File: src/rtl/sort_pkt_arbiter.sv
// Packet-level round-robin arbiter in front of the packet sorter sink.
// Grants whole packets, caps each at MAX_PKT_LEN words and drops the overflow tail.
module sort_pkt_arbiter #(
    parameter int DWIDTH      = 16,
    parameter int MAX_PKT_LEN = 16,
    parameter int CH_NUM      = 2
) (
    input  logic                       clk_i,
    input  logic                       arst_i,
    input  logic [CH_NUM*DWIDTH-1:0]   snk_data_i,
    input  logic [CH_NUM-1:0]          snk_startofpacket_i,
    input  logic [CH_NUM-1:0]          snk_endofpacket_i,
    input  logic [CH_NUM-1:0]          snk_valid_i,
    output logic [CH_NUM-1:0]          snk_ready_o,
    output logic [DWIDTH-1:0]          src_data_o,
    output logic                       src_startofpacket_o,
    output logic                       src_endofpacket_o,
    output logic                       src_valid_o,
    input  logic                       src_ready_i,
    output logic [CH_NUM-1:0]          grant_o,
    output logic [CH_NUM-1:0]          trunc_o,
    input  logic [CH_NUM-1:0]          trunc_clr_i
);

    localparam int CW = $clog2(MAX_PKT_LEN) + 1;
    localparam int PW = (CH_NUM > 1) ? $clog2(CH_NUM) : 1;
    localparam logic [CW-1:0] CNT_LAST = CW'(MAX_PKT_LEN - 1);

    typedef enum logic [1:0] {IDLE, FWD, DROP} state_e;

    state_e            state_q, state_d;
    logic [CH_NUM-1:0] grant_q, grant_d;
    logic [CH_NUM-1:0] trunc_q, trunc_d;
    logic [PW-1:0]     last_q, last_d;
    logic [CW-1:0]     cnt_q, cnt_d;

    logic [PW-1:0]     gIdx;
    logic [DWIDTH-1:0] gData;
    logic              gValid, gSop, gEop, cntLast;
    logic [PW-1:0]     pickIdx, tryIdx;
    logic              pickFound;
    logic [CH_NUM-1:0] truncSet;

    // Decode the one-hot grant into an index; with no grant this falls back to channel 0.
    always_comb begin
        gIdx  = '0;
        gData = snk_data_i[DWIDTH-1:0];
        for (int c = 0; c < CH_NUM; c++) begin
            if (grant_q[c]) begin
                gIdx = PW'(c);
            end
        end
        for (int c = 0; c < CH_NUM; c++) begin
            if (gIdx == PW'(c)) begin
                gData = snk_data_i[c*DWIDTH +: DWIDTH];
            end
        end
    end

    assign gValid  = snk_valid_i[gIdx];
    assign gSop    = snk_startofpacket_i[gIdx];
    assign gEop    = snk_endofpacket_i[gIdx];
    assign cntLast = (cnt_q == CNT_LAST);

    // Round-robin search starting just after the last served channel.
    always_comb begin
        pickFound = 1'b0;
        pickIdx   = '0;
        tryIdx    = '0;
        for (int off = 1; off <= CH_NUM; off++) begin
            tryIdx = PW'((int'(last_q) + off) % CH_NUM);
            if (!pickFound && snk_valid_i[tryIdx] && snk_startofpacket_i[tryIdx]) begin
                pickFound = 1'b1;
                pickIdx   = tryIdx;
            end
        end
    end

    always_comb begin
        state_d             = state_q;
        grant_d             = grant_q;
        last_d              = last_q;
        cnt_d               = cnt_q;
        truncSet            = '0;
        snk_ready_o         = '0;
        src_valid_o         = 1'b0;
        src_startofpacket_o = 1'b0;
        src_endofpacket_o   = 1'b0;
        case (state_q)
            IDLE: begin
                snk_ready_o = snk_valid_i & ~snk_startofpacket_i;
                if (pickFound) begin
                    grant_d          = '0;
                    grant_d[pickIdx] = 1'b1;
                    cnt_d            = '0;
                    state_d          = FWD;
                end
            end
            FWD: begin
                src_valid_o         = gValid;
                snk_ready_o[gIdx]   = src_ready_i;
                src_startofpacket_o = gSop && (cnt_q == '0);
                src_endofpacket_o   = gEop || cntLast;
                if (gValid && src_ready_i) begin
                    cnt_d = cnt_q + CW'(1);
                    if (gEop) begin
                        last_d  = gIdx;
                        grant_d = '0;
                        cnt_d   = '0;
                        state_d = IDLE;
                    end else if (cntLast) begin
                        truncSet[gIdx] = 1'b1;
                        state_d        = DROP;
                    end
                end
            end
            DROP: begin
                snk_ready_o[gIdx] = 1'b1;
                if (gValid && gEop) begin
                    last_d  = gIdx;
                    grant_d = '0;
                    cnt_d   = '0;
                    state_d = IDLE;
                end
            end
            default: begin
                state_d = IDLE;
                grant_d = '0;
            end
        endcase
        // A new truncation takes priority over a clear in the same cycle.
        trunc_d = (trunc_q & ~trunc_clr_i) | truncSet;
    end

    always_ff @(posedge clk_i or posedge arst_i) begin
        if (arst_i) begin
            state_q <= IDLE;
            grant_q <= '0;
            trunc_q <= '0;
            last_q  <= PW'(CH_NUM - 1);
            cnt_q   <= '0;
        end else begin
            state_q <= state_d;
            grant_q <= grant_d;
            trunc_q <= trunc_d;
            last_q  <= last_d;
            cnt_q   <= cnt_d;
        end
    end

    assign src_data_o = gData;
    assign grant_o    = grant_q;
    assign trunc_o    = trunc_q;

endmodule

File: config.mk
export PLATFORM = sky130hd
export DESIGN_NAME = sort_pkt_arbiter
export DESIGN_NICKNAME = d
export VERILOG_FILES = /design/src/rtl/sort_pkt_arbiter.sv
export SDC_FILE = /design/constraint.sdc
export NUM_CORES = 1
export LEC_CHECK = 0
export ABC_AREA = 0
export BUFFER_PORTS_ARGS = -buffer_cell sky130_fd_sc_hd__buf_2
export CORE_MARGIN = 1
export CORE_UTILIZATION = 31
export DETAILED_ROUTE_END_ITERATION = 8
export SLEW_MARGIN = 10
export SYNTH_ARGS = -nofsm -noshare
export SYNTH_HDL_FRONTEND = slang
export SYNTH_SLANG_ARGS = --single-unit
File: constraint.sdc
create_clock -name clk_i -period 1.5 [get_ports clk_i]
set_clock_uncertainty 0.05 [all_clocks]
set_input_delay 0.15 -clock clk_i [delete_from_list [all_inputs] [get_ports clk_i]]
set_output_delay 0.15 -clock clk_i [all_outputs]
set_load 0.005 [all_outputs]
==> flow_metrics.tcl, run 1 <==
set metrics [dict create \
    io_pins 68 \
    wl_per_cell_um 16.4 \
    synth.distinct_cells 34 \
    drive_gt1_frac 0.733 \
    ys_async_sr_fraction 1.00 \
    gp_congestion 0.869 \
    netlist_area_um2 1010 \
    layoutNonFillerInstCount 254 \
    synth_enable_flop_cells 0 \
    die_w_um 59.2 \
    slew_headroom 0.667 \
    n_antenna_cell 0 \
    synthTopCellsByCount "mux2_2 (18), dfrtp_1 (11), inv_1 (11), nand3_1 (7), nor2_1 (7)" \
    met1Wirelength_um 1580 \
    yosysWarnings 0 \
    utilization 0.646 \
    p_per_area_nw_per_um2 1320 \
    met3_length_um 212 \
    cts_buffers 3 \
    avgViaCountPerCell 5.08 \
    timing.final.crit_share 1.14 \
    area_growth_pct 95.8 \
    die_h_um 59.2 \
    syn_inst 109 \
    hold_path.class "in -> reg" \
    total_power_mw 2.62 \
    synth_nets 155 \
    timing.hold.ws_ns 0.277 \
    grt_usage 0.224 \
    routed_wl_um 4180 \
    setup_viol 31 \
    drtPass1Iterations 4 \
    fin_nets 257 \
    dieArea_um2 3510 \
    postSynthAreaPerCell_um2 9.31 \
    hold_viol_final 0 \
    synth_seq_cells 12 \
    grt_pass1_wl_um 5770 \
    worst_slack_ns -0.216 \
    grt_remaining_overflow 0 \
    initial_core_util 0.330 \
    r2r_cells 5 \
    met2_wirelength_um 2240 \
    cts_tree "built" \
    violations "negative setup slack" \
    dp.cells 231 \
    cts.htree.levels 1 \
    cts_buffer_depth 2 \
    port_buffers 67 \
    path_clk_slew_ns 0.09 \
    routed.top_layer "met4" \
    start_kind "flop" \
    synth_area_leaders "dfrtp_1 (27%), mux2_2 (20%), inv_1 (4.1%), mux2i_1 (3.9%), ha_1 (3.7%)" \
    vias 1290 \
    place_hpwl_um 2480 \
    crit_required_ns 1.30 \
    max_freq_ghz 0.583 \
    ys.flop_type "dfrtp_1" \
    rsz0062_at_grt "true" \
    drt_iter0_drc 43 \
    synth_top_cell_area_share 0.271 \
    core_area_um2 3080 \
    cts_sinks 12 \
    power.leakage_nw 0.983 \
    yosys.cell_count.top_type "mux2_2" \
    rows 20 \
    slew_viol_final 0 \
    clock_latency_ns 0.30 \
    drc_errors 0 \
    crit_path_end_kind "output pin" \
    critPathMaxFanout 4 \
    synth_top_area_cell "dfrtp_1" \
    drv_cap 0 \
    worst_pin_slew_ns 0.498 \
    path_class "reg -> out" \
    grt_pass1_vias 1240 \
    grt_start_max_net_pins 14 \
    ant_nets 0 \
    yosysSeqAreaShare 0.297 \
    num-fill-cells 233 \
    arrival_ns 1.52 \
    hold_path_depth 4 \
    root_buffer "clkbuf_4" \
    finalCriticalPeriod_ns 1.72 \
    irDropWorstVdd_mv 0.536 \
    outcome "finished, violations left" \
    antenna_found_initial 0 \
]
-- worst max-delay path, stage by stage, from the launching register on --
cell,delay [ns]
dfrtp_2,0.46
mux2_4,0.34
buf_6,0.14
nor2_4,0.11
nor2_1,0.04
buf_2,0.12
-- state kept, by name, summed over array words and instances, names as in the netlist --
register	flops
last_q	1
trunc_o	2
state_q	2
grant_o	2
cnt_q	5
-- per-layer routing --
layer | vias to the layer above | track usage
li1 | 593 | -
met1 | 614 | 0.262
met2 | 67 | 0.390
met3 | 16 | 0.0371
met4 | 0 | 0.119
met5 | - | 0
-- report_power, final --
part           total (mW)  internal [mW]  switching, mW
Clock               0.287          0.148          0.139
Combinational        1.84           1.09          0.757
Sequential          0.488          0.405         0.0831
Total                2.62           1.64          0.979
-- cells in the final DEF, fill, tap and decap left out, drive strengths merged --
cell type    Yosys  final
o21ai            4      4
nor3b            3      3
clkbuf           4      5
a31oi            3      3
a22o             2      2
o21a             1      1
nand3            7      7
nor3             2      2
mux2i            4      4
nand3b           2      2
nand2b           3      3
ha               3      3
dfstp            1      1
a211oi           2      2
inv             11     11
o221ai           1      1
a21boi           1      1
nor4b            1      1
nand4b           1      1
nand2            3      3
and3             3      3
dfrtp           11     11
mux2            19     19
a211o            1      1
a21bo            1      1
dlygate4sd3      0      3
buf              3    100
nor2             7      7
a21oi            2      2
o22ai            2      2
nor4             1      1
-- area by class of cell --
cell class                      count  area (µm²)  area share
Multi-Input combinational cell     79         808       0.407
Timing Repair Buffer              104         739       0.372
Sequential cell                    12         304       0.153
Tap cell                           44        55.1      0.0277
Inverter                           11        43.8      0.0220
Clock buffer                        4        36.3      0.0183
-- through the flow --
step	worst slack [ns]	area [µm²]	TNS, ns
after global placement	-0.121	1510	-0.714
after global routing	-0.250	1990	-5.49
final	-0.216	1990	-4.73
after floorplan	-0.0753	1030	-0.163
after detailed placement	-0.168	1510	-1.36
after CTS	-0.172	1760	-3.17
-- what timing repair did --
item / in CTS / in global routing
resized for setup: 33 / 34
cloned: 0 / 1
pin swaps: 11 / 7
endpoints found under the setup margin: 32 / 33
buffers inserted: 9 / 9
hold endpoints to repair: 13 / 0
hold buffers: 3 / 0
-- path summary, 6_finish.rpt --
kind / from / end / slack, ns
setup / recovery: grant_o[1] / src_endofpacket_o / -0.22
hold / removal: src_ready_i / state_q[0] / 0.28
setup reg to reg: grant_o[1] / cnt_q[3] / -0.21
hold reg to reg: grant_o[0] / grant_o[0] / 0.47
max in group asynchronous: arst_i / grant_o[1] / 0.66
min in group asynchronous: arst_i / state_q[1] / 0.38
-- kinds of logic (layout without fill, tap and decap cells) --
group | count (synthesis) | in the layout | share of synthesized area
buffers and inverters | 18 | 119 | 0.0789
AND/OR/NAND/NOR | 33 | 33 | 0.199
adder cells (fa/ha/maj) | 3 | 3 | 0.0370
flip-flops | 12 | 12 | 0.297
multiplexers | 23 | 23 | 0.254
AO/OA/AOI/OAI | 20 | 20 | 0.134
Note: power is estimated with default switching activity, not from simulation.
==> run 2, diff against run 1 <==
Settings changed: ABC_AREA 0 to 1.
==> flow_metrics.tcl, run 2 <==
set metrics [dict create \
    clock_latency_ns 0.28 \
    synthTopCellsByCount "nand2_1 (85), inv_1 (18), dfrtp_1 (11), nand3_1 (11), nor2_1 (8)" \
    rsz0062_at_grt "true" \
    root_buffer "clkbuf_4" \
    path_class "reg -> out" \
    largest_reg_flops 5 \
    initial_core_util 0.327 \
    start_kind "flop" \
    synth_nets 228 \
    yosys.cell_count.top_type "nand2_1" \
    worst_pin_slew_ns 0.467 \
    rr_startpoint "cnt_q[0]" \
    max_stage_delay_ns 0.39 \
    place_hpwl_um 2380 \
    yosysWarnings 0 \
    synth_enable_flop_cells 0 \
    worstReg2RegEnd "state_q[1]" \
    power.leakage_nw 1.16 \
    die_h_um 61.8 \
    busiest_layer "met2" \
    ys.flop_type "dfrtp_1" \
    power_switching_share 0.460 \
    drv_cap 0 \
    synth_top_cell_area_share 0.288 \
    setup_viol 18 \
    finalCriticalPeriod_ns 1.63 \
    synth_top_area_cell "nand2_1" \
    port_buffers 67 \
    drive_gt1_frac 0.602 \
    io_pins 68 \
    dieArea_um2 3810 \
    vias 1467 \
    n_antenna_cell 0 \
    ant_nets 0 \
    avgViaCountPerCell 4.58 \
    irDropWorstVdd_mv 0.779 \
    layout_common_cells "buf_2 (59), nand2_1 (52), nand2_2 (25), buf_4 (19)" \
    grt_usage 0.168 \
    antenna_found_initial 0 \
    cts_tree "built" \
    drtPass1Iterations 4 \
    r2r_cells 11 \
    slew_viol_final 0 \
    grt_use_met3 0.0290 \
    fin_nets 321 \
    hold_path_depth 4 \
    crit_path_end_kind "output pin" \
    synth_area_leaders "nand2_1 (29%), dfrtp_1 (25%), inv_1 (6.1%), nand3_1 (5.0%), ha_1 (3.4%)" \
    gp_congestion 0.788 \
    drc_errors 0 \
    seqPwrFrac 0.161 \
    syn_inst 182 \
    rows 21 \
    synth.distinct_cells 25 \
    p_per_area_nw_per_um2 1440 \
    die_w_um 61.8 \
    drt_iter0_drc 43 \
    netlist_area_um2 1110 \
    grt_use_met2 0.321 \
    grt_pass1_vias 1169 \
    total_power_mw 2.90 \
    wl_per_cell_um 11.0 \
    hold_path_end "grant_o[1]" \
    crit_slowest_cell "dfrtp_1" \
    cts_sinks 12 \
    cp_common_cell "ha_2" \
    postSynthAreaPerCell_um2 6.08 \
    p_clk_frac 0.076 \
    routed_wl_um 3530 \
    timing.final.crit_share 1.08 \
    path_clk_slew_ns 0.08 \
    slew_headroom 0.688 \
    grt_pass1_wl_um 4720 \
    core_area_um2 3390 \
    ys_async_sr_fraction 1.00 \
    worst_slack_ns -0.127 \
    path_cells "ha_2 -> nand2_2 -> nor2_2 -> ha_2 -> o21ai_2 -> inv_1 -> buf_2" \
    area_growth_pct 82.6 \
    critPathBufInv 2 \
    max_freq_ghz 0.615 \
    stdcell_area_um2 2020 \
    grt_start_max_net_pins 18 \
    combPwrFrac 0.763 \
    outcome "finished, violations left" \
    reg2reg_setup_slack_ns 0 \
    crit_required_ns 1.30 \
    synth_seq_cells 12 \
    p_switching_mw 1.34 \
    grt_util_met1 0.190 \
    critPathMaxFanout 2 \
    hold_path_startpoint "snk_startofpacket_i[0]" \
    yosysSeqAreaShare 0.272 \
    hold_path.class "in -> reg" \
    grt_remaining_overflow 0 \
    arrival_ns 1.43 \
    cts_buffers 3 \
    placedInstanceArea_um2 1520 \
    cts.htree.levels 1 \
    crit_family "flip-flops" \
    cts_buffer_depth 2 \
    final_common_cell "buf_2" \
    internal_power_mw 1.57 \
    violations "negative setup slack" \
    hold_viol_final 0 \
    top_register "cnt_q" \
]
[run 2: kinds of logic (layout without fill, tap and decap cells)]
group,Yosys count,in the layout,share of synthesized area
compound gates,10,10,0.0452
xor+xnor,1,1,0.00791
fa+ha+maj,3,3,0.0339
buf+inv,28,120,0.110
flops,12,12,0.272
simple gates,128,128,0.531
[run 2: power by group through the flow]
stage,sequential [mW],clock (mW),combinational (mW)
6_report,0.467,0.221,2.22
5_1_grt,0.472,0.233,2.43
4_1_cts,0.472,0.221,1.64
3_5_place_dp,0.479,0,1.39
3_3_place_gp,0.478,0,1.39
2_1_floorplan,0.455,0,0.945
[run 2: through the flow]
| stage | util | setup slack [ns] | hold WS [ns] | TNS (ns) | cells |
|---|---|---|---|---|---|
| CTS | 0.501 | -0.130 | 0.204 | -0.345 | 312 |
| finish | 0.597 | -0.127 | 0.202 | -0.844 | 320 |
| global route | 0.597 | -0.197 | 0.229 | -1.90 | 320 |
| global placement | 0.447 | 0.0631 | 0.138 | 0 | 296 |
| floorplan | - | 0.0983 | -0.0360 | 0 | 182 |
| detailed placement | 0.447 | 0.0285 | 0.142 | 0 | 296 |
[run 2: routing by layer]
layer  vias to the layer above  wire length [µm]
met5                         -                 0
met4                         0                31
met3                         5               261
met2                        59              1720
met1                       659              1520
li1                        744                 -
[run 2: timing repair]
action                     in CTS  in global routing
buffers inserted                9                  7
resized for setup              19                 70
hold endpoints to repair       13                  0
pin swaps                       6                  6
cloned                          0                  1
setup endpoints to repair      20                 28
hold buffers                    3                  0
[run 2: worst max-delay path by stage]
stage | slack, ns | end | start | cells after the start
global placement | 0.06 | cnt_q[0] | grant_o[1] | 8
CTS | -0.13 | src_startofpacket_o | cnt_q[1] | 6
detailed placement | 0.03 | src_endofpacket_o | cnt_q[0] | 7
global route | -0.20 | src_startofpacket_o | state_q[1] | 5
finish | -0.13 | src_endofpacket_o | cnt_q[0] | 7
floorplan | 0.1 | state_q[1] | cnt_q[0] | 10
[run 2: area by class of cell]
type / instances / area (µm²)
Sequential cell: 12 / 304
Fill cell: 310 / 1370
Clock buffer: 4 / 26.3
Inverter: 22 / 90.1
Timing Repair Buffer: 94 / 637
Tap cell: 46 / 57.6
Multi-Input combinational cell: 142 / 907
[run 2: worst min-delay path, cell delays in order]
cell and delay [ns]:
buf_2 0.12, nand3_1 0.10, nand3_1 0.08, nand2_1 0.05
